`config.mk`:
```
export PLATFORM = sky130hd
export DESIGN_NAME = exc_fetch_ctrl
export DESIGN_NICKNAME = d
export VERILOG_FILES = /design/src/rtl/exc_fetch_ctrl.sv
export SDC_FILE = /design/constraint.sdc
export NUM_CORES = 1
export LEC_CHECK = 0
export BUFFER_PORTS_ARGS = -buffer_cell sky130_fd_sc_hd__buf_2
export CAP_MARGIN = 10
export CORE_MARGIN = 4
export CORE_UTILIZATION = 49
export DETAILED_ROUTE_END_ITERATION = 10
export GPL_TIMING_DRIVEN = 0
export PLACE_DENSITY = 0.95
export SYNTH_ARGS = -nofsm -noshare
export SYNTH_HDL_FRONTEND = slang
export SYNTH_SLANG_ARGS = --single-unit
```
`constraint.sdc`:
```
create_clock -name clk -period 3.9 [get_ports clk]
set_input_delay 0.585 -clock clk [delete_from_list [all_inputs] [get_ports clk]]
set_output_delay 0.585 -clock clk [all_outputs]
set_load 0.1 [all_outputs]
```
`src/rtl/exc_fetch_ctrl.sv`:
```
// Fetch/decode/exception sequencer for the multicycle MIPS datapath.
// Runs instruction fetch with a configurable memory latency, holds the decode
// period, hands off to the execution FSM, and performs the exception entry
// sequence (EPC capture, vector-byte read, PC redirect).
// Every output is registered: the next state and next cycle count are resolved
// combinationally, and the outputs for that (state, count) are registered
// together with it. As a result, the outputs always describe the cycle that
// state_o shows.
module exc_fetch_ctrl #(
  parameter int ADDR_W       = 32,
  parameter int MEM_LAT      = 3,
  parameter int DECODE_CYC   = 2,
  parameter int EXC_VEC_BASE = 253
) (
  input  logic              clk,
  input  logic              reset,
  input  logic [ADDR_W-1:0] pc_i,
  input  logic [7:0]        mem_byte_i,
  input  logic              exec_done_i,
  input  logic              bad_op_i,
  input  logic              div0_i,
  input  logic              ovf_i,
  output logic [1:0]        iord_o,
  output logic [ADDR_W-1:0] exc_addr_o,
  output logic              mem_wr_o,
  output logic              pc_inc_o,
  output logic              ir_write_o,
  output logic              pc_write_o,
  output logic [1:0]        pc_src_o,
  output logic [ADDR_W-1:0] pc_next_o,
  output logic              ab_write_o,
  output logic              exec_start_o,
  output logic              epc_write_o,
  output logic [ADDR_W-1:0] epc_o,
  output logic [1:0]        exc_cause_o,
  output logic [2:0]        state_o,
  output logic              reset_out
);

  typedef enum logic [2:0] {
    S_RESET   = 3'd0,
    S_FETCH   = 3'd1,
    S_DECODE  = 3'd2,
    S_EXEC    = 3'd3,
    S_EXC_RD  = 3'd4,
    S_EXC_JMP = 3'd5
  } state_t;

  // The counter must reach the longest fixed phase (FETCH has MEM_LAT+1 cycles).
  localparam int CNT_SPAN = (MEM_LAT + 1 > DECODE_CYC) ? MEM_LAT + 1 : DECODE_CYC;
  localparam int CNT_W    = $clog2(CNT_SPAN + 1);

  localparam logic [CNT_W-1:0] FETCH_LAST  = CNT_W'(MEM_LAT);
  localparam logic [CNT_W-1:0] DECODE_LAST = CNT_W'(DECODE_CYC - 1);
  localparam logic [CNT_W-1:0] EXC_RD_LAST = CNT_W'(MEM_LAT - 1);
  localparam logic [CNT_W-1:0] CNT_MAX     = '1;

  state_t            state_q, state_n;
  logic [CNT_W-1:0]  cnt_q, cnt_n;
  logic              exc_take;
  logic [1:0]        cause_n;
  logic [ADDR_W-1:0] epc_n;
  logic [1:0]        iord_n;
  logic [ADDR_W-1:0] exc_addr_n;
  logic              pc_inc_n;
  logic              ir_write_n;
  logic              pc_write_n;
  logic [1:0]        pc_src_n;
  logic [ADDR_W-1:0] pc_next_n;
  logic              ab_write_n;
  logic              exec_start_n;
  logic              reset_out_n;

  assign state_o = state_q;

  // Next state, cycle count, exception capture and the outputs of the next cycle.
  always_comb begin
    state_n      = state_q;
    cnt_n        = cnt_q;
    exc_take     = 1'b0;
    cause_n      = exc_cause_o;
    epc_n        = epc_o;
    iord_n       = 2'b00;
    exc_addr_n   = '0;
    pc_inc_n     = 1'b0;
    ir_write_n   = 1'b0;
    pc_write_n   = 1'b0;
    pc_src_n     = 2'b00;
    pc_next_n    = '0;
    ab_write_n   = 1'b0;
    exec_start_n = 1'b0;
    reset_out_n  = 1'b0;

    case (state_q)
      S_RESET:  state_n = S_FETCH;
      S_FETCH:  if (cnt_q == FETCH_LAST) state_n = S_DECODE;
      S_DECODE: if (cnt_q == DECODE_LAST) state_n = S_EXEC;
      S_EXEC: begin
        // Exceptions take priority over completion; bad_op > div0 > ovf.
        if (bad_op_i) begin
          exc_take = 1'b1;
          cause_n  = 2'b01;
          state_n  = S_EXC_RD;
        end else if (div0_i) begin
          exc_take = 1'b1;
          cause_n  = 2'b10;
          state_n  = S_EXC_RD;
        end else if (ovf_i) begin
          exc_take = 1'b1;
          cause_n  = 2'b11;
          state_n  = S_EXC_RD;
        end else if (exec_done_i) begin
          state_n  = S_FETCH;
        end
      end
      S_EXC_RD:  if (cnt_q == EXC_RD_LAST) state_n = S_EXC_JMP;
      S_EXC_JMP: state_n = S_FETCH;
      default:   state_n = S_RESET;
    endcase

    if (exc_take) epc_n = pc_i - ADDR_W'(4);

    // Count restarts on every state change and saturates rather than wrapping.
    if (state_n != state_q) begin
      cnt_n = '0;
    end else if (cnt_q != CNT_MAX) begin
      cnt_n = cnt_q + CNT_W'(1);
    end

    case (state_n)
      S_RESET: begin
        // Recovery from an unreachable encoding behaves like a reset.
        reset_out_n = 1'b1;
        cause_n     = 2'b00;
        epc_n       = '0;
      end
      S_FETCH: begin
        pc_inc_n = 1'b1;
        if (cnt_n == FETCH_LAST) begin
          ir_write_n = 1'b1;
          pc_write_n = 1'b1;
        end
      end
      S_DECODE: ab_write_n = 1'b1;
      S_EXEC:   exec_start_n = (cnt_n == '0);
      S_EXC_RD: begin
        iord_n     = 2'b01;
        exc_addr_n = ADDR_W'(EXC_VEC_BASE) + ADDR_W'(cause_n) - ADDR_W'(1);
      end
      S_EXC_JMP: begin
        // The vector byte is on the bus during the last read cycle.
        pc_next_n  = {{(ADDR_W-8){1'b0}}, mem_byte_i};
        pc_src_n   = 2'b01;
        pc_write_n = 1'b1;
      end
      default: reset_out_n = 1'b1;
    endcase
  end

  // State, counter and output registers; reset forces every output low except reset_out.
  always_ff @(posedge clk) begin
    if (reset) begin
      state_q      <= S_RESET;
      cnt_q        <= '0;
      iord_o       <= 2'b00;
      exc_addr_o   <= '0;
      mem_wr_o     <= 1'b0;
      pc_inc_o     <= 1'b0;
      ir_write_o   <= 1'b0;
      pc_write_o   <= 1'b0;
      pc_src_o     <= 2'b00;
      pc_next_o    <= '0;
      ab_write_o   <= 1'b0;
      exec_start_o <= 1'b0;
      epc_write_o  <= 1'b0;
      epc_o        <= '0;
      exc_cause_o  <= 2'b00;
      reset_out    <= 1'b1;
    end else begin
      state_q      <= state_n;
      cnt_q        <= cnt_n;
      iord_o       <= iord_n;
      exc_addr_o   <= exc_addr_n;
      mem_wr_o     <= 1'b0;
      pc_inc_o     <= pc_inc_n;
      ir_write_o   <= ir_write_n;
      pc_write_o   <= pc_write_n;
      pc_src_o     <= pc_src_n;
      pc_next_o    <= pc_next_n;
      ab_write_o   <= ab_write_n;
      exec_start_o <= exec_start_n;
      epc_write_o  <= exc_take;
      epc_o        <= epc_n;
      exc_cause_o  <= cause_n;
      reset_out    <= reset_out_n;
    end
  end

endmodule

```
Word-level counts from Yosys, hierarchy flattened
Cells that the tools add are included. W data, S select, Z words.

Flip-flop bits (word level): 115. Input bits: 46. Logic and storage cells: 75.

Add/subtract/negate cells: 4. Eq/ne operators: 16. Mux-type cells: 25. Bitwise gates (word level): 4. Reduce and logical (&&, ||, !) cells: 10.

Operators with widths (count): $sub A32 B3 Y32 const B (1); $mux W3 (9); $eq A3 B2 Y1 const B (7); $pmux W3 S5 (1); $eq A3 B3 Y1 const B (4); $reduce_or A2 Y1 (6); $mux W1 (10); $sub A9 B1 Y10 const B (1); $add A8 B2 Y9 const A (1); $eq A3 B1 Y1 const B (3); $logic_not A3 Y1 (3); $mux W2 (4); $reduce_or A5 Y1 (1); $not A1 Y1 (4); $add A3 B1 Y3 const B (1); $ne A3 B3 Y1 (1); $ne A3 B3 Y1 const B (1); $pmux W1 S2 (1).

Depth between registers and ports, before layout
Gate-level depths: netlist (run 1).

Depth in word-level cells: 10. Mapped depth: 8. Mapped depth without buffers: 7.

Worst setup path before layout (run 1)
No wires, ideal clock.

Kind: register to register. From: register state_q[0], in the netlist state_o[0]. To: register pc_write_o. Library setup time: 0.070 ns. Arrival: 2.458 ns. Data required time: 3.830 ns. Setup slack: 1.371 ns. Stages on the path, launching flop included: 6. Path buffers: 1. Period minus slack after synthesis: 2.529 ns. Cells stage by stage: dfxtp_1 clkbuf_1 inv_1 or4b_1 or4b_1 a21oi_1.

Longest elaborated chain between the ends: 10.

RTL lines: from (decl) (line 58) `state_t state_q, state_n;`; from (signal assigned) (line 180) `state_q <= state_n;`; $mux W3 (line 112) `end else if (exec_done_i) begin`; $mux W3 (line 108) `end else if (ovf_i) begin`; $mux W3 (line 104) `end else if (div0_i) begin`; $mux W3 (line 100) `if (bad_op_i) begin`; $pmux W3 S5 (line 94) `case (state_q)`; $ne A3 B3 Y1 (line 124) `if (state_n != state_q) begin`; $mux W3 (line 124); $eq A3 B2 Y1 (line 139) `if (cnt_n == FETCH_LAST) begin`; $mux W1 (line 139); $pmux W1 S2 * (line 130) `case (state_n)`; to (signal assigned) (line 187) `pc_write_o <= pc_write_n;`; to (decl) (line 28) `output logic pc_write_o,`.

Mark *: on every way between the ends. The rest lies on a longest branch, timed or not. A chain may end at the register's enable or synchronous reset.

Final worst setup path (run 1)
From: input pc_i[2]. To: register epc_o[18].

Longest elaborated chain between the ends: 1.

RTL lines: from (decl) (line 17) `input logic [ADDR_W-1:0] pc_i,`; $sub A32 B3 Y32 (line 121) `if (exc_take) epc_n = pc_i - ADDR_W'(4);`; to (signal assigned) (line 193) `epc_o <= epc_n;`; to (decl) (line 34) `output logic [ADDR_W-1:0] epc_o,`.

No other way between the ends.

==> results of run 1 <==
-- synthesized netlist by cell type (5+ instances only) --
library cell / number / share of area [%]
sky130_fd_sc_hd__a21oi_1: 24 / 3.9
sky130_fd_sc_hd__nor3b_1: 5 / 1.2
sky130_fd_sc_hd__dfxtp_1: 60 / 39
sky130_fd_sc_hd__o21ai_0: 22 / 3.5
sky130_fd_sc_hd__xnor2_1: 15 / 4.2
sky130_fd_sc_hd__clkbuf_1: 12 / 1.4
sky130_fd_sc_hd__a211oi_1: 7 / 1.7
sky130_fd_sc_hd__and2_1: 9 / 1.8
sky130_fd_sc_hd__nor3_1: 10 / 1.6
sky130_fd_sc_hd__xor2_1: 8 / 2.3
sky130_fd_sc_hd__buf_4: 56 / 14
sky130_fd_sc_hd__nand2_1: 13 / 1.6
sky130_fd_sc_hd__nor2_1: 38 / 4.6
sky130_fd_sc_hd__nand3b_1: 5 / 1.2
sky130_fd_sc_hd__inv_1: 9 / 1.1
sky130_fd_sc_hd__nand4_1: 6 / 1.2
sky130_fd_sc_hd__or3_1: 5 / 1.0
sky130_fd_sc_hd__nor4_1: 9 / 1.8
-- power by group through the flow --
stage | Clock [W] | Combinational [W] | Sequential [W]
final | 0.000545 | 0.000386 | 0.000622
after global routing | 0.000579 | 0.000402 | 0.000622
after CTS | 0.000552 | 0.000383 | 0.000622
after floorplan | 0 | 0.000296 | 0.000668
after detailed placement | 0 | 0.000382 | 0.000636
after global placement | 0 | 0.000379 | 0.000635
-- state kept, by name, summed over array words and instances (netlist names) --
| name | flops |
|---|---|
| exec_start_o | 1 |
| cnt_q | 3 |
| epc_o | 32 |
| pc_inc_o | 1 |
| pc_src_o | 1 |
| reset_out | 1 |
| epc_write_o | 1 |
| ab_write_o | 1 |
| ir_write_o | 1 |
| pc_write_o | 1 |
| state_o | 3 |
| pc_next_o | 8 |
| exc_cause_o | 2 |
| iord_o | 1 |
| exc_addr_o | 3 |
-- path summary, 6_finish.rpt --
check	from	to	slack, ns	cells past startpoint
worst max-delay path	pc_i[2]	epc_o[18]$_SDFFE_PP0P_	1.59	8
worst min-delay path	mem_byte_i[3]	pc_next_o[3]$_SDFF_PP0_	0.45	2
worst max register to register	state_o[0]$_SDFF_PP0_	epc_o[14]$_SDFFE_PP0P_	1.60	6
worst min register to register	epc_o[0]$_SDFFE_PP0P_	epc_o[0]$_SDFFE_PP0P_	0.46	2
-- cell type report --
cell class | count | area (um^2) | area share (%)
Sequential cell | 60 | 1200 | 29.2
Timing Repair Buffer | 107 | 536 | 13.0
Multi-Input combinational cell | 272 | 1590 | 38.6
Inverter | 10 | 37.5 | 0.911
Buffer | 69 | 470 | 11.4
Tap cell | 75 | 93.8 | 2.28
Clock buffer | 10 | 138 | 3.34
Clock inverter | 5 | 52.6 | 1.28
-- cell families after synthesis --
family	count (synthesis)	share of synthesized area, %
compound gates	67	12.7
xor+xnor	23	6.47
fa+ha+maj	4	1.61
buf+inv	79	16.3
flops	60	38.6
mux	1	0.322
other cells	1	0.121
simple gates	126	23.9
-- per-layer routing --
metal	track usage [%]	share of wire [%]	vias up
li1	-	-	1492
met1	24.5	40	1330
met2	34.9	50	142
met3	5.17	9.3	10
met4	7.53	1.3	0
met5	0	0	-
-- layout by cell type, fill, tap and decap left out, drive strengths merged, types with 2 or more instances in the layout --
| cell type | n |
|---|---|
| a21oi | 24 |
| a221oi | 2 |
| and3b | 2 |
| nand2 | 13 |
| nor3b | 5 |
| ha | 4 |
| a311oi | 2 |
| nand3 | 4 |
| a31oi | 2 |
| conb | 51 |
| or3 | 5 |
| nand4 | 6 |
| nor2 | 38 |
| dfxtp | 60 |
| xor2 | 8 |
| or4b | 2 |
| clkinv | 3 |
| nor4 | 13 |
| xnor2 | 15 |
| nor3 | 11 |
| and2 | 9 |
| or4 | 5 |
| o21ai | 24 |
| nand3b | 5 |
| buf | 164 |
| nor2b | 2 |
| inv | 10 |
| clkbuf | 22 |
| a211oi | 7 |
-- worst reg2reg max path: cells and delay by family, from the launching register on --
| family | cells | cell delay [ns] |
|---|---|---|
| DFF | 1 | 0.32 |
| and+or+nand+nor | 2 | 0.57 |
| AOI/OAI and AO/OA | 1 | 0.14 |
| buffers and inverters | 3 | 1.14 |
-- per-stage QoR --
step	util [%]	power (W)	cell area [um^2]	hold WS (ns)	worst slack, ns
after floorplan	-	0.000964	3300	0.508	1.37
after global placement	65.2	0.00101	3930	0.441	1.27
after detailed placement	65.2	0.00102	3930	0.455	1.25
after CTS	68.4	0.00156	4120	0.441	1.61
after global routing	68.4	0.00160	4120	0.444	1.39
final	68.4	0.00155	4120	0.450	1.59
==> results_tabular.tex, run 1 <==
\begin{tabular}{lr}
\hline
Metric & Value \\
\hline
\multicolumn{2}{l}{\textbf{Clocking}} \\
Sink Count & 60 \\
Cts-stage hold buffer count & 0 \\
Clock slew at reported path FFs & roughly 0.070 ns \\
Number of buffers added by the clock tree synthesis step & 9 \\
Worst-Skew Late Latency & 0.33 ns \\
Post-CTS setup-driven buffer insertion count & 0 \\
Post-cts gate resize count & 0 \\
Buffer depth of the longest clock path & 2 \\
Depth of the CTS H-tree & 3 \\
CTS tree & built \\
Root cell of the clock tree & sky130\_fd\_sc\_hd\_\_clkbuf\_8 \\
\multicolumn{2}{l}{\textbf{Placed design}} \\
Number of port buffers & 107 \\
HPWL after detailed placement & 6390 um \\
Final GP Congestion & 0.841 \\
Count of placed standard cells including taps & 593 \\
\multicolumn{2}{l}{\textbf{Floorplan}} \\
Starting density of the core & 51.6\% \\
Height of the die & 87.7 um \\
Placement Rows & 28 \\
Die width & 87.7 um \\
Die footprint & 7690 um\^{}2 \\
Placeable core area & 6030 um\^{}2 \\
Number of placed I/O pins & 159 \\
\multicolumn{2}{l}{\textbf{Detailed routing}} \\
DRC violation count after routing & 0 \\
Via-to-Cell Ratio & between 4 and 5 \\
Vias post-DR & 2,974 \\
Antenna viol nets, final & 0 \\
Initial DRT Pass Iterations & 4 \\
Wirelength, routed & 8050 um \\
Number of design-rule violations left by the first detailed-router iteration & 134 \\
Post-detailed-route wirelength per cell & 13.2 um \\
\multicolumn{2}{l}{\textbf{Logic synthesis}} \\
Flip-flop and latch count after synthesis & 60 \\
Async set-or-reset flop fraction in the synthesized netlist & 0\% \\
Number of warning messages in the yosys log & 0 \\
Distinct cell type count after synthesis & 47 \\
Register area share after synthesis & around two fifths \\
Number of enable flip-flop cells after synthesis & 0 \\
Mapped Avg Cell Area & 8.62 um\^{}2 \\
Synth Flop Type & sky130\_fd\_sc\_hd\_\_dfxtp\_1 \\
Number of cells produced by synthesis & 361 \\
Post-synthesis instance area & 3110 um\^{}2 \\
\multicolumn{2}{l}{\textbf{Layout}} \\
P\&R area growth vs syn & 32.4\% \\
Nets@finish & 579 \\
N\_diodes & 0 \\
Fill cell total of the finished layout & 523 \\
Fraction of final layout cells with drive strength greater than 1 & 35.3\% \\
Final Instance Count excl. Fillers & 608 \\
\multicolumn{2}{l}{\textbf{Worst setup path}} \\
Required @ worst endpoint & 4.09 ns \\
Cell with the largest stage delay on the worst path & sky130\_fd\_sc\_hd\_\_nor4b\_2 \\
Crit path max fanout & 7 \\
Worst stage delay on the critical path & 0.61 ns \\
Top cell family by delay on the critical path & simple AND/OR/NAND/NOR gates \\
Type of element launching the critical path & input port \\
Startpoint-to-endpoint class of the critical path & input port to register \\
Crit. End Element & register \\
Cells along the critical path & buf\_2 -> inv\_1 -> ha\_1 -> nor4b\_2 -> nand3b\_1 -> nor4\_1 -> xnor2\_1 -> a21oi\_1 \\
Worst EP arrival & 2.51 ns \\
Buffer and inverter count on the worst path & 2 \\
\multicolumn{2}{l}{\textbf{Power}} \\
Share of power burned in registers & 40.0\% \\
Share of power burned in combinational logic & 24.9\% \\
Net switching power of the design & approximately 0.00055 W \\
Internal Power & roughly 0.001 W \\
Leak Pwr & 2.01 nW \\
Fraction of power spent switching nets & roughly 36\% \\
Ratio of total power to cell area & 377 nW/um\^{}2 \\
Peak VDD IR & 0.000217 V \\
Clock Power Share & 35.1\% \\
\multicolumn{2}{l}{\textbf{Worst hold path}} \\
Class of the most critical hold timing path & input port to register \\
\multicolumn{2}{l}{\textbf{STA}} \\
Number of pins with negative max-slew slack in the final report & 0 \\
Final setup skew & about 0.0071 ns \\
Transition at the pin with the smallest max-transition slack & 0.947 ns \\
Unrepaired setup endpoints after global routing & no \\
Share of the cycle needed by the critical path after routing & 59.3\% \\
Maximum clock frequency & 0.432 GHz \\
Min cycle time layout & 2.31 ns \\
Total setup violations reported at the end of the flow & 0 \\
Final Hold Vio Count & 0 \\
Slew Limit Headroom & 36.3\% \\
Total Neg Setup Slack & 0 ns \\
\multicolumn{2}{l}{\textbf{GRT}} \\
Congestion Overflow GR & 0 \\
Antenna violations before repair & 0 \\
Pin count of the biggest net entering global routing & 11 \\
Global router's overall resource usage & 20.3\% \\
Via count of the first global-routing pass & roughly 2,800 \\
First-pass GRT wire length & 12,400 um \\
\multicolumn{2}{l}{\textbf{Job}} \\
Max cap viols & 0 \\
\multicolumn{2}{l}{\textbf{Outcome}} \\
Status & finished, final reports clean \\
\hline
\end{tabular}
Note: power is estimated with default switching activity, not from simulation.
==> run 2, diff against run 1 <==
- CORE_UTILIZATION: 49 -> 41
- PLACE_DENSITY: 0.95 -> 0.86
- clock period: 3.9 -> 1.9 ns (I/O delays scaled with it)
==> run 2 against run 1 <==
Compared with the run above:
- global-route usage down 2.1 points
- via count rose by 3.4%
- non-clock buffer count down 1
- design area rose by 5.5%
- die area is 18% higher
- hold slack got worse by 0.31 ns
- core utilization is 9.1 points lower
- sequential cell count unchanged
- largest power group is now the clock network
==> results_tabular.tex, run 2 (same netlist as run 1, synthesis figures left out) <==
\begin{tabular}{lr}
\hline
Metric & Value \\
\hline
\multicolumn{2}{l}{\textbf{Outcome}} \\
Status & finished, final reports clean \\
\multicolumn{2}{l}{\textbf{Worst hold path}} \\
Min-Delay Path Depth & 2 \\
Hold Crit Endpoint & pc\_next\_o[7]\$\_SDFF\_PP0\_ \\
Class of the most critical hold timing path & input port to register \\
Worst hold start & mem\_byte\_i[7] \\
\multicolumn{2}{l}{\textbf{Power}} \\
Net switching power of the design & 0.00119 W \\
Fraction of power spent switching nets & 34.6\% \\
Share of power burned in combinational logic & 23.7\% \\
Internal Power & roughly 0.0022 W \\
Peak VDD IR & 0.000424 V \\
Clock Power Share & 39.2\% \\
Leak Pwr & 2.10 nW \\
Ratio of total power to cell area & 790 nW/um\^{}2 \\
Share of power burned in registers & 37.1\% \\
\multicolumn{2}{l}{\textbf{STA}} \\
Share of the cycle needed by the critical path after routing & 97.2\% \\
Final Hold Vio Count & 0 \\
Total setup violations reported at the end of the flow & 0 \\
Unrepaired setup endpoints after global routing & yes \\
Slew Limit Headroom & 56.2\% \\
Transition at the pin with the smallest max-transition slack & between 0.6 and 0.7 ns \\
Min cycle time layout & 1.85 ns \\
Maximum clock frequency & between 0.5 and 0.6 GHz \\
Number of pins with negative max-slew slack in the final report & 0 \\
Worst hold margin & 0.139 ns \\
Final setup skew & 0.00988 ns \\
\multicolumn{2}{l}{\textbf{Detailed routing}} \\
DRC violation count after routing & 0 \\
Post-detailed-route wirelength per cell & approximately 13 um \\
Number of design-rule violations left by the first detailed-router iteration & 100 \\
Antenna viol nets, final & 0 \\
Wirelength, routed & $\sim$8400 um \\
Initial DRT Pass Iterations & 4 \\
Vias post-DR & 3,075 \\
Via-to-Cell Ratio & 4.87 \\
\multicolumn{2}{l}{\textbf{Worst setup path}} \\
Type of element launching the critical path & input port \\
Launching point of the worst reg2reg path & cnt\_q[0]\$\_SDFF\_PP0\_ \\
Register-to-register setup slack & 0.06 ns \\
Worst EP arrival & slightly above 2 ns \\
Launch point of the critical path & pc\_i[14] \\
Crit path max fanout & 6 \\
Reg-to-reg endpoint & pc\_write\_o\$\_SDFF\_PP0\_ \\
Crit. End Element & register \\
Startpoint-to-endpoint class of the critical path & input port to register \\
Length in cells of the worst reg-to-reg path & 5 \\
Required @ worst endpoint & between 2 and 2.5 ns \\
\multicolumn{2}{l}{\textbf{Job}} \\
Max cap viols & 0 \\
\multicolumn{2}{l}{\textbf{Floorplan}} \\
Die footprint & about 9000 um\^{}2 \\
Placeable core area & 7330 um\^{}2 \\
Starting density of the core & 42.4\% \\
Number of placed I/O pins & 159 \\
Placement Rows & 31 \\
Die width & 95.1 um \\
Height of the die & $\sim$95 um \\
\multicolumn{2}{l}{\textbf{Clocking}} \\
Buffer depth of the longest clock path & 2 \\
Worst-Skew Late Latency & approximately 0.35 ns \\
Root cell of the clock tree & sky130\_fd\_sc\_hd\_\_clkbuf\_8 \\
CTS tree & built \\
Clock slew at reported path FFs & about 0.07 ns \\
Post-CTS setup-driven buffer insertion count & 0 \\
Sink Count & 60 \\
Number of buffers added by the clock tree synthesis step & 9 \\
Depth of the CTS H-tree & 3 \\
\multicolumn{2}{l}{\textbf{Layout}} \\
Registers with the highest flip-flop counts & epc\_o: 32 flops, pc\_next\_o: 8 flops \\
Total area of multi-input combinational cells & 1710 um\^{}2 \\
N\_diodes & 0 \\
Nets@finish & 578 \\
Most common cell after layout, fill and taps aside & sky130\_fd\_sc\_hd\_\_buf\_2 \\
Register area & 1210 um\^{}2 \\
Commonest cells after routing, fill and taps aside & sky130\_fd\_sc\_hd\_\_buf\_2 (107), sky130\_fd\_sc\_hd\_\_buf\_4 (56), sky130\_fd\_sc\_hd\_\_dfxtp\_1 (56) \\
Fill cell total of the finished layout & 657 \\
Fraction of final layout cells with drive strength greater than 1 & 39.0\% \\
Post-Layout Inst Area & 4340 um\^{}2 \\
Max reg flops & 32 \\
Most flops, register & epc\_o \\
P\&R area growth vs syn & 39.6\% \\
\multicolumn{2}{l}{\textbf{GRT}} \\
Via count of the first global-routing pass & roughly 2,800 \\
First-pass GRT wire length & 13,000 um \\
Global router's overall resource usage & a little under a fifth \\
Congestion Overflow GR & 0 \\
Pin count of the biggest net entering global routing & 12 \\
Antenna violations before repair & 0 \\
\multicolumn{2}{l}{\textbf{Placed design}} \\
Cell area reported after detailed placement & around 4000 um\^{}2 \\
Final GP Congestion & roughly 0.8 \\
Number of port buffers & around 110 \\
HPWL after detailed placement & 6570 um \\
\hline
\end{tabular}
## run 2: cell types whose count changed in the layout (fill, tap and decap cells not counted), sizes merged
cell and change:
clkinv -2, bufinv +1, inv +1
## run 2: repair_timing
item                       CTS  global route
hold buffers                 0             0
pin swaps                    0             1
resized for setup            9            10
setup endpoints to repair   26            36
## run 2: layout make-up
cell class                      instances  share of cell area (%)
Sequential cell                        60                    27.9
Clock inverter                          5                    1.90
Timing Repair Buffer                  107                    12.3
Buffer                                 68                    11.2
Inverter                               10                   0.864
Tap cell                               99                    2.85
Multi-Input combinational cell        272                    39.5
Clock buffer                           11                    3.49
## run 2: metrics by stage
stage	cells	total power [W]	util, %	TNS (ns)	setup slack (ns)
2_1_floorplan	411	0.00198	-	-0.554	-0.0921
3_3_place_gp	617	0.00208	54.8	-9.13	-0.574
3_5_place_dp	617	0.00209	54.8	-10.50	-0.647
4_1_cts	632	0.00344	58.4	0	0.0102
5_1_grt	632	0.00356	59.3	-0.00720	-0.00691
6_report	632	0.00343	59.3	0	0.0523
## run 2: layer usage
layer / up-vias / track usage, % / wire length [um]
met5: - / 0 / 0
met3: 28 / 4.34 / 668
met2: 133 / 32.0 / 4170
li1: 1496 / - / -
met4: 0 / 9.25 / 285
met1: 1418 / 20.4 / 3310
## run 2: how the worst max path moves through the flow
stage / to
after detailed placement: epc_o[15]$_SDFFE_PP0P_
after CTS: epc_o[18]$_SDFFE_PP0P_
after global routing: cnt_q[1]$_SDFF_PP0_
after floorplan: epc_o[27]$_SDFFE_PP0P_
final: epc_o[29]$_SDFFE_PP0P_
after global placement: epc_o[25]$_SDFFE_PP0P_
## run 2: worst max-delay path, cell delays in order
cell	delay, ns
sky130_fd_sc_hd__buf_2	0.12
sky130_fd_sc_hd__or4_4	0.57
sky130_fd_sc_hd__or4_4	0.43
sky130_fd_sc_hd__buf_6	0.17
sky130_fd_sc_hd__nor4_4	0.26
sky130_fd_sc_hd__xnor2_1	0.15
sky130_fd_sc_hd__a21oi_1	0.08
## run 2: power by group through the flow
stage | combinational [W] | clock [W] | sequential [W]
after floorplan | 0.000610 | 0 | 0.00137
after global placement | 0.000781 | 0 | 0.00130
after detailed placement | 0.000790 | 0 | 0.00130
after CTS | 0.000796 | 0.00137 | 0.00127
after global routing | 0.000849 | 0.00143 | 0.00128
final | 0.000814 | 0.00134 | 0.00127
==> run 3, diff against run 2 <==
- CORE_UTILIZATION: 41 -> 49
- MAX_ROUTING_LAYER: not set -> met4
- PLACE_DENSITY: 0.86 -> 0.95
- clock period: 1.9 -> 2.2 ns (I/O delays scaled with it)
==> run 3 against run 2 <==
Compared with the run above:
- highest routed layer unchanged
- via count fell by 2.8%
- sequential share of layout area rose by 0.96 points
- sequential power fell by 13%
- non-clock buffer count did not move
- critical endpoint is now epc_o[30]$_SDFFE_PP0P_
- global-route usage rose by 3.7 points
- worst setup slack improved by 0.015 ns
==> results_tabular.tex, run 3 (same netlist as run 1, synthesis figures left out) <==
\begin{tabular}{lr}
\hline
Metric & Value \\
\hline
\multicolumn{2}{l}{\textbf{Outcome}} \\
Status & finished, final reports clean \\
\multicolumn{2}{l}{\textbf{Clocking}} \\
CTS tree & built \\
Root cell of the clock tree & sky130\_fd\_sc\_hd\_\_clkbuf\_8 \\
Number of buffers added by the clock tree synthesis step & 9 \\
Worst-Skew Late Latency & between 0.3 and 0.4 ns \\
Depth of the CTS H-tree & 3 \\
Cts-stage hold buffer count & 0 \\
Post-cts gate resize count & 1 \\
Post-CTS setup-driven buffer insertion count & 0 \\
Buffer depth of the longest clock path & 2 \\
Clock slew at reported path FFs & 0.06 ns \\
Sink Count & 60 \\
\multicolumn{2}{l}{\textbf{Floorplan}} \\
Placement Rows & 28 \\
Starting density of the core & 51.6\% \\
Placeable core area & 6030 um\^{}2 \\
Die width & 87.7 um \\
Height of the die & 87.7 um \\
Number of placed I/O pins & roughly 160 \\
Die footprint & 7690 um\^{}2 \\
\multicolumn{2}{l}{\textbf{Worst hold path}} \\
Min-Delay Path Depth & 2 \\
Class of the most critical hold timing path & input port to register \\
Hold Crit Endpoint & pc\_next\_o[7]\$\_SDFF\_PP0\_ \\
Worst hold start & mem\_byte\_i[7] \\
\multicolumn{2}{l}{\textbf{GRT}} \\
Global router's overall resource usage & 21.9\% \\
First-pass GRT wire length & around 13,000 um \\
Via count of the first global-routing pass & 2,793 \\
Antenna violations before repair & 0 \\
Pin count of the biggest net entering global routing & 11 \\
Congestion Overflow GR & 0 \\
\multicolumn{2}{l}{\textbf{Detailed routing}} \\
Post-detailed-route wirelength per cell & 13.5 um \\
Initial DRT Pass Iterations & 4 \\
Via-to-Cell Ratio & 4.93 \\
Number of design-rule violations left by the first detailed-router iteration & 92 \\
DRC violation count after routing & 0 \\
Wirelength, routed & 8210 um \\
Vias post-DR & 2,990 \\
Antenna viol nets, final & 0 \\
\multicolumn{2}{l}{\textbf{STA}} \\
Transition at the pin with the smallest max-transition slack & 0.980 ns \\
Final setup skew & 0.00662 ns \\
Share of the cycle needed by the critical path after routing & 96.9\% \\
Maximum clock frequency & 0.469 GHz \\
Slew Limit Headroom & 34.1\% \\
Number of pins with negative max-slew slack in the final report & 0 \\
Worst hold margin & 0.195 ns \\
Total setup violations reported at the end of the flow & 0 \\
Unrepaired setup endpoints after global routing & no \\
Final Hold Vio Count & 0 \\
Min cycle time layout & around 2.1 ns \\
\multicolumn{2}{l}{\textbf{Power}} \\
Net switching power of the design & around 0.001 W \\
Internal Power & 0.00192 W \\
Clock Power Share & 38.4\% \\
Share of power burned in registers & approximately 38\% \\
Peak VDD IR & between 0.0004 and 0.0005 V \\
Ratio of total power to cell area & 696 nW/um\^{}2 \\
Fraction of power spent switching nets & 33.7\% \\
Leak Pwr & about 2 nW \\
Share of power burned in combinational logic & 23.6\% \\
\multicolumn{2}{l}{\textbf{Worst setup path}} \\
Startpoint-to-endpoint class of the critical path & input port to register \\
Register-to-register setup slack & 0.15 ns \\
Cells along the critical path & buf\_2 -> or4\_4 -> nor4\_1 -> nand4\_1 -> xor2\_1 -> a21oi\_1 \\
Type of element launching the critical path & input port \\
Buffer and inverter count on the worst path & 1 \\
Worst stage delay on the critical path & 0.76 ns \\
Length in cells of the worst reg-to-reg path & 5 \\
Required @ worst endpoint & 2.46 ns \\
Reg-to-reg endpoint & pc\_write\_o\$\_SDFF\_PP0\_ \\
Crit path max fanout & 6 \\
Worst EP arrival & 2.40 ns \\
Cell with the largest stage delay on the worst path & sky130\_fd\_sc\_hd\_\_nor4\_1 \\
Crit. End Element & register \\
Top cell family by delay on the critical path & simple AND/OR/NAND/NOR gates \\
Launching point of the worst reg2reg path & state\_o[0]\$\_SDFF\_PP0\_ \\
\multicolumn{2}{l}{\textbf{Layout}} \\
Max reg flops & 32 \\
Commonest cells after routing, fill and taps aside & sky130\_fd\_sc\_hd\_\_buf\_2 (108), sky130\_fd\_sc\_hd\_\_dfxtp\_1 (57), sky130\_fd\_sc\_hd\_\_buf\_4 (56) \\
Most common cell after layout, fill and taps aside & sky130\_fd\_sc\_hd\_\_buf\_2 \\
Fill cell total of the finished layout & 502 \\
Nets@finish & between 500 and 600 \\
Post-Layout Inst Area & $\sim$4200 um\^{}2 \\
Most flops, register & epc\_o \\
N\_diodes & 0 \\
P\&R area growth vs syn & 34.0\% \\
Fraction of final layout cells with drive strength greater than 1 & $\sim$37\% \\
Registers with the highest flip-flop counts & epc\_o: 32 flops, pc\_next\_o: 8 flops \\
\multicolumn{2}{l}{\textbf{Placed design}} \\
HPWL after detailed placement & 6530 um \\
Final GP Congestion & 0.846 \\
Cell area reported after detailed placement & 3930 um\^{}2 \\
Number of port buffers & 107 \\
\multicolumn{2}{l}{\textbf{Job}} \\
Max cap viols & 0 \\
\hline
\end{tabular}
==> run 3: cell types whose count changed in the layout (fill, tap and decap cells not counted), sizes merged <==
cell	delta
inv	-1
==> run 3: metal layers <==
metal	vias to the layer above	global-route usage [%]	share of wire, %
li1	1491	-	-
met1	1347	24.0	40
met2	135	36.0	49
met3	17	5.17	8.2
met4	0	12.7	2.4
met5	-	-	0
==> run 3: stage by stage <==
step / TNS [ns] / cells / power [W] / worst slack (ns) / util [%]
floorplan: -0.0243 / 411 / 0.00171 / -0.0243 / -
global placement: -2.30 / 593 / 0.00180 / -0.203 / 65.3
detailed placement: -3.50 / 593 / 0.00180 / -0.274 / 65.3
CTS: 0 / 608 / 0.00292 / 0.0748 / 69.0
global route: 0 / 607 / 0.00302 / 0.00667 / 69.2
finish: 0 / 607 / 0.00290 / 0.0677 / 69.2
==> run 3: worst max path at each step <==
stage / start / endpoint / depth (start not counted)
finish: pc_i[14] / epc_o[30]$_SDFFE_PP0P_ / 6
global route: state_o[0]$_SDFF_PP0_ / epc_o[16]$_SDFFE_PP0P_ / 6
CTS: state_o[0]$_SDFF_PP0_ / epc_o[17]$_SDFFE_PP0P_ / 6
detailed placement: pc_i[9] / epc_o[30]$_SDFFE_PP0P_ / 6
global placement: pc_i[9] / epc_o[29]$_SDFFE_PP0P_ / 6
floorplan: state_o[0]$_SDFF_PP0_ / pc_write_o$_SDFF_PP0_ / 5
==> run 3: power groups by stage <==
| stage | combinational [W] | sequential, W | clock [W] |
|---|---|---|---|
| after CTS | 0.000678 | 0.00110 | 0.00114 |
| after detailed placement | 0.000676 | 0.00113 | 0 |
| after floorplan | 0.000524 | 0.00118 | 0 |
| after global routing | 0.000714 | 0.00110 | 0.00120 |
| final | 0.000685 | 0.00110 | 0.00111 |
| after global placement | 0.000671 | 0.00113 | 0 |
==> run 3: area by class of cell <==
cell class                 count  area [um^2]  area share [%]
timing repair buffer         107          536            12.8
tap                           75         93.8            2.25
clock buffer                  11          151            3.63
buffer                        68          470            11.3
multi-input combinational    272         1600            38.5
clock inverter                 4         72.6            1.74
sequential                    60         1200            28.9
inverter                      10         37.5           0.900
